## src/rtl/bin2bcd_seq.sv

```systemverilog
// bin2bcd_seq: sequential binary-to-BCD converter (double-dabble, one bit per clock).
// Optional build macro: BIN2BCD_LEADING_BLANK_EN. When it is defined, leading zero digits
// above the most significant nonzero digit are published as 4'hF so that the downstream
// 7-segment decoder blanks them. Digit 0 is never blanked.
module bin2bcd_seq #(
    parameter int WIDTH  = 8,
    parameter int DIGITS = 3
) (
    input  logic                  clk,
    input  logic                  rst,
    input  logic                  start,
    input  logic [WIDTH-1:0]      bin,
    output logic                  busy,
    output logic                  done,
    output logic [4*DIGITS-1:0]   bcd,
    output logic                  overflow
);

    localparam int          CW = $clog2(WIDTH + 1);
    localparam int unsigned ND = DIGITS;

    typedef enum logic [1:0] {
        IDLE,
        SHIFT,
        FINISH
    } state_t;

    state_t                state;
    logic [WIDTH-1:0]      shreg;
    logic [4*DIGITS-1:0]   scratch;
    logic                  ovf_scratch;
    logic [CW-1:0]         count;
    logic [4*DIGITS-1:0]   adjusted;
    logic [4*DIGITS-1:0]   published;

    // Add-3 correction of every scratch digit that is 5 or more, ahead of the shift
    always_comb begin
        adjusted = scratch;
        for (int unsigned i = 0; i < ND; i++) begin
            if (scratch[4*i +: 4] >= 4'd5) begin
                adjusted[4*i +: 4] = scratch[4*i +: 4] + 4'd3;
            end
        end
    end

`ifdef BIN2BCD_LEADING_BLANK_EN
    logic seen_nonzero;

    // Replace zero digits above the most significant nonzero digit with the blank code
    always_comb begin
        published    = scratch;
        seen_nonzero = 1'b0;
        for (int unsigned k = 0; k + 1 < ND; k++) begin
            if (!seen_nonzero && (scratch[4*(ND-1-k) +: 4] == 4'd0)) begin
                published[4*(ND-1-k) +: 4] = 4'hF;
            end else begin
                seen_nonzero = 1'b1;
            end
        end
    end
`else
    // Plain BCD with leading zeros
    always_comb begin
        published = scratch;
    end
`endif

    // Conversion FSM with registered status and result outputs
    always_ff @(posedge clk) begin
        if (rst) begin
            state       <= IDLE;
            shreg       <= '0;
            scratch     <= '0;
            ovf_scratch <= 1'b0;
            count       <= '0;
            busy        <= 1'b0;
            done        <= 1'b0;
            bcd         <= '0;
            overflow    <= 1'b0;
        end else begin
            done <= 1'b0;
            case (state)
                IDLE: begin
                    if (start) begin
                        shreg       <= bin;
                        scratch     <= '0;
                        ovf_scratch <= 1'b0;
                        count       <= '0;
                        busy        <= 1'b1;
                        state       <= SHIFT;
                    end
                end
                SHIFT: begin
                    scratch     <= {adjusted[4*DIGITS-2:0], shreg[WIDTH-1]};
                    shreg       <= shreg << 1;
                    ovf_scratch <= ovf_scratch | adjusted[4*DIGITS-1];
                    count       <= count + 1'b1;
                    if (count == CW'(WIDTH - 1)) begin
                        state <= FINISH;
                    end
                end
                FINISH: begin
                    bcd      <= published;
                    overflow <= ovf_scratch;
                    done     <= 1'b1;
                    busy     <= 1'b0;
                    state    <= IDLE;
                end
                default: begin
                    state <= IDLE;
                    busy  <= 1'b0;
                end
            endcase
        end
    end

endmodule
```

## config.mk

```make
export PLATFORM = sky130hd
export DESIGN_NAME = bin2bcd_seq
export DESIGN_NICKNAME = d
export VERILOG_FILES = /design/src/rtl/bin2bcd_seq.sv
export SDC_FILE = /design/constraint.sdc
export NUM_CORES = 1
export LEC_CHECK = 0
export CAP_MARGIN = 5
export CORE_MARGIN = 2
export CORE_UTILIZATION = 45
export DETAILED_ROUTE_END_ITERATION = 16
export GPL_TIMING_DRIVEN = 1
export PLACE_DENSITY = 0.7
export SLEW_MARGIN = 25
export SYNTH_ARGS = -nofsm -noshare
export SYNTH_HDL_FRONTEND = slang
export SYNTH_SLANG_ARGS = --single-unit
```

## constraint.sdc

```tcl
create_clock -name clk -period 1.5 [get_ports clk]
set_clock_uncertainty 0.2 [all_clocks]
set_input_delay 0.225 -clock clk [delete_from_list [all_inputs] [get_ports clk]]
set_output_delay 0.225 -clock clk [all_outputs]
set_load 0.02 [all_outputs]
```

# [Yosys cells after proc, flatten, opt, wreduce, memory -nomap -nowiden]
# Cells that the tools add are included.
[op_classes] add_sub_neg=4 order_cmp=3 n_eq_ne=5 muxes=17 bitwise_logic=2 n_reduce_logical=5
[op_table] cell="case mux 12 bit (2 select lines)" n=1
[op_table] cell="two-way mux 4 bit" n=4
[op_table] cell="case mux 8 bit (2 select lines)" n=1
[op_table] cell="adder 4 x 2 -> 4 bit, second input constant" n=3
[op_table] cell=">= comparator 4 x 3 -> 1 bit, second input constant" n=3
[op_table] cell="two-way mux 12 bit" n=1
[op_table] cell="two-way mux 8 bit" n=1
[op_table] cell="case mux 4 bit (2 select lines)" n=1
[op_table] cell="AND reduction 2 bit" n=3
[op_table] cell="adder 4 x 1 -> 4 bit, second input constant" n=1
[op_table] cell="equality test 4 x 3 -> 1 bit, second input constant" n=1
[op_table] cell="two-way mux 2 bit" n=2
[op_table] cell="inequality test 2 bit, second input constant" n=2
[op_table] cell="case mux 1 bit (2 select lines)" n=2
[op_table] cell="case mux 2 bit (2 select lines)" n=1
[op_table] cell="two-way mux 1 bit" n=3
[op_table] cell="equality test 2 x 1 -> 1 bit, second input constant" n=1
[op_table] cell="equality test 2 bit, second input constant" n=1
[op_table] cell="logical NOT 2 bit" n=1
[op_table] cell="nonzero test 2 bit" n=1
[op_table] cell="NOT 1 bit" n=1
[op_table] cell="bitwise OR 1 bit" n=1
[word_totals] regBits=42 in_bits=11

# [Longest topological paths before layout]
# Gate-level depths: netlist (run 1).
[depth] word_depth=4 depth_mapped=6

# [Worst setup path after synthesis (run 1)]
# No wires, ideal clock.
[synth_path] kind="register -> register" start="register scratch[1], in the netlist published[1]" end="register scratch[2], in the netlist published[2]" t_arrival_ns=1.250 slack_ns=-0.067 path_stages_with_launch=7 path_buffers=0 period_less_slack_ns=1.567 cell_sequence="dfxtp_1 inv_1 ha_1 nand2b_1 a21oi_1 mux2i_1 a22o_1"
[synth_between] elab_chain_len=3 elab_cells_between_ends=4 cone_classes="add/sub: 1; order compare: 1; mux: 2"
[synth_rtl] item="start, declared" line_no="30" text="logic [4*DIGITS-1:0] scratch;"
[synth_rtl] item="start signal, assigned" line_no="94" text="scratch <= {adjusted[4*DIGITS-2:0], shreg[WIDTH-1]};"
[synth_rtl] item="adder 4 x 2 -> 4 bit or >= comparator 4 x 3 -> 1 bit (tied branches)" line_no="41, 40"
[synth_rtl] item="two-way mux 4 bit *" line_no="40" text="if (scratch[4*i +: 4] >= 4'd5) begin"
[synth_rtl] item="case mux 12 bit (2 select lines) *" line_no="82" text="case (state)"
# Every way passes the cells marked *; elsewhere a longest branch is shown, timed or not.
# A chain may end at the register's enable or synchronous reset.

# [Final worst setup path (run 1)]
# Same ends and word-level chain as after synthesis.

==> results of run 1 <==
## sequential cells by signal (all words and copies together) (netlist names)
register / flops
bcd: 12
published: 12
shreg: 8
count: 4
state: 2
busy: 1
done: 1
overflow: 1
ovf_scratch: 1
## cells in the final DEF (no fill, tap or decap), types with 2 or more instances in the layout
| cell | instances |
|---|---|
| buf_4 | 33 |
| clkbuf_8 | 5 |
| buf_12 | 2 |
| xnor2_1 | 3 |
| dfxtp_2 | 6 |
| a21oi_4 | 3 |
| inv_2 | 4 |
| mux2i_1 | 3 |
| and4b_1 | 2 |
| nor2_1 | 16 |
| o22ai_1 | 2 |
| dfxtp_1 | 35 |
| ha_1 | 2 |
| clkdlybuf4s50_1 | 10 |
| nand3_1 | 5 |
| dlygate4sd2_1 | 15 |
| nor3_1 | 5 |
| a2bb2oi_1 | 5 |
| inv_1 | 4 |
| nand2b_4 | 3 |
| a211oi_1 | 2 |
| a22oi_1 | 3 |
| nand2_1 | 30 |
| nor2_2 | 4 |
| ha_2 | 5 |
| o21ai_0 | 6 |
| o221a_2 | 5 |
| a22o_1 | 7 |
| clkbuf_1 | 2 |
| a21oi_1 | 22 |
## worst max-delay path, delay by kind of cell (launching register included)
kind                     cells  cell delay [ns]
AND/OR/NAND/NOR              1             0.14
flip-flops                   1             0.34
buffers and inverters        1             0.05
adder cells (fa/ha/maj)      1             0.15
multiplexers                 1             0.22
AO/OA/AOI/OAI                2             0.32
## cell usage after synthesis, drive strengths merged
cell type,n
xor2,1
o221a,5
inv,9
a2bb2oi,5
o21ai,8
nand3b,1
o22ai,2
nand3,5
nand2b,4
nor4,1
nand2,31
a22oi,3
and4b,2
a21oi,25
mux2i,3
xnor2,3
buf,9
nor4b,1
clkbuf,1
o221ai,1
dfxtp,42
nor2,20
nor2b,1
a311oi,1
and4,1
mux2,1
a22o,7
ha,7
nor3,5
o31a,1
a211oi,2
## worst max-delay path by stage
stage | start | to | slack, ns | depth (start not counted)
after floorplan | published[1] | published[2] | 0.008 | 6
after global placement | start | shreg[5] | -0.12 | 5
after detailed placement | start | published[4] | -0.15 | 6
after CTS | published[5] | published[6] | 0.01 | 6
after global routing | published[1] | published[2] | -0.04 | 6
final | published[1] | published[2] | 0.03 | 6
## what timing repair did
action / in CTS / in global routing
buffers inserted: 0 / 2
setup endpoints to repair: 23 / 27
endpoints found under the hold margin: 0 / 0
gates cloned: 0 / 0
hold buffers: 0 / 0
pin swaps: 4 / 5
resized for setup: 24 / 19
## power breakdown
| group | internal, W | total, W | switching (W) |
|---|---|---|---|
| Combinational | 0.000120 | 0.000222 | 0.000103 |
| Clock | 0.000321 | 0.000686 | 0.000365 |
| Sequential | 0.00114 | 0.00116 | 0.0000188 |
## per-stage QoR
stage               TNS (ns)  std cells
CTS                        0        314
detailed placement    -3.550        307
floorplan                  0        208
global route        -0.08839        316
global placement      -2.942        307
finish                     0        316
## metal layers
| metal | GRT usage, % | wire length, um | share of wire, % |
|---|---|---|---|
| met4 | 8.163 | 95 | 2.4 |
| met5 | 0 | 0 | 0 |
| met3 | 6.667 | 138 | 3.5 |
| met2 | 31.74 | 1880 | 47 |
| met1 | 23.28 | 1881 | 47 |
## logic make-up (layout without fill, tap and decap cells)
kind of cell	after synthesis	in the layout	synth area share, %
simple gates	72	72	18.26
compound gates	60	60	22.23
flops	42	42	45.96
buf+inv	19	77	4.582
fa+ha+maj	7	7	4.788
xor+xnor	4	4	1.916
mux	4	4	2.257
## layout make-up
class	instances	area, um2	area share [%]
Multi-Input combinational cell	147	984.7	38.71
Sequential cell	42	852.1	33.50
Timing Repair Buffer	61	530.5	20.86
Clock buffer	7	76.32	3.000
Tap cell	50	62.56	2.459
Inverter	9	37.54	1.476
==> results.yml, run 1 <==
outcome:
  outcome: "finished, final reports clean"
synthesis:
  syn-num-nets: 226
  synth_top_area_share_pct: 45.96
  ys_seq_area_share_pct: 45.96
  postSynthCellCount: 208
  synthTopCellsByArea: "dfxtp_1 46%, a21oi_1 6.8%, nand2_1 6.4%"
  synthDistinctLibCells: 36
  yosys_register_bits: 42
  synth.avg_cell_area_um2: 8.794
  synth_area_mm2: 0.001829
  yosysWarnings: 0
  yosysTopAreaCell: "dfxtp_1"
cells_and_area:
  fin_nets: 284
  area_delta_synth_final_pct: 39.06
  fin_area_mm2: 0.002544
  antenna_cells: 0
  fill_cells: 360
  fin_util_pct: 64.52
  drive_above_1_share_pct: 29.32
clocking:
  clk_transition_reported_paths_ns: 0.08
  clock_sinks: 42
  h-tree-depth: 2
  cts_buffers: 5
  clockBufferDepth: 2
  cts_tree: "done"
  clkLatencyLatePin_ns: 0.29
  cts_root_buffer: "clkbuf_8"
placement:
  pre_cts_ws_ns: -0.1457
  gp_routability_congestion: 0.8009
  dpl.hpwl_mm: 2.879
  dpl-instance-area_mm2: 0.002384
  io_buffers: 25
floorplanning:
  start_util_pct: 46.40
  dieArea_mm2: 0.004591
  die_x_um: 67.76
  core_area_mm2: 0.003943
  rows: 23
  die_h_um: 67.76
  num_io_pins: 26
power_and_ir_drop:
  ir_drop_mv: 0.3735
  finalPower_w: 0.002067
  leakage_nw: 1.057
  power_density_mw_per_mm2: 812.7
global_route:
  track_usage_pct: 19.49
  grt_pass1_vias: 1545
  antenna_found_initial: 0
  grt_max_degree: 24
  grt_first_pass_wirelength_mm: 6.630
  gr-total-overflow: 0
hold_path:
  hold_path_end: "bcd[6]"
  worstHoldPathType: "reg2reg"
  min_path_cells: 2
  min_from: "bcd[6]"
timing:
  layout_setup_ws_ns: 0.03492
  finalHoldViolCount: 0
  fin_crit_ns: 1.465
  max_freq_mhz: 682.6
  maxSlewHeadroom_pct: 81.45
  rsz0062_at_grt: "yes"
  setup_violations: 0
  whs_ns: 0.2527
  drv_slew: 0
  min_period_over_period_pct: 97.67
  worst_pin_slew_ns: 0.2779
drt:
  postRouteAntennaNets: 0
  first_pass_iters: 4
  wl_per_cell_um: 12.64
  post-route-drc-count: 0
  drt_wl_total_mm: 3.995
  vias_per_cell: 5.247
  drtIter0Drc: 43
  vias: 1658
setup_path:
  r2r_slack_ns: 0.03
  r2r-end: "published[2]"
  slowest_stage: "dfxtp_2"
  worstReg2RegStart: "published[1]"
  cp_cell_sequence: "inv_2 -> ha_2 -> nand2b_4 -> a21oi_4 -> mux2i_1 -> a22o_1"
  critical_path_arrival_ns: 1.51
  startpoint_type: "flip-flop"
  cp-end-kind: "flip-flop"
  critPathMaxStageDelay_ns: 0.34
  critical_path_class: "reg2reg"
  ff2ff_path_depth: 6
  cp.required_ns: 1.54
  worstPathMaxFanout: 3
flow_run:
  maxCapViolations: 0
No activity file was read; power rests on OpenSTA's default activity.
==> inputs of run 2 (changes only) <==
--- a/config.mk
+++ b/config.mk
@@ -5,7 +5,6 @@
 export SDC_FILE = /design/constraint.sdc
 export NUM_CORES = 1
 export LEC_CHECK = 0
-export CAP_MARGIN = 5
 export CORE_MARGIN = 2
 export CORE_UTILIZATION = 45
 export DETAILED_ROUTE_END_ITERATION = 16
==> results of run 2 <==
The final DEF is identical to that of run 1; final timing and power are the same.
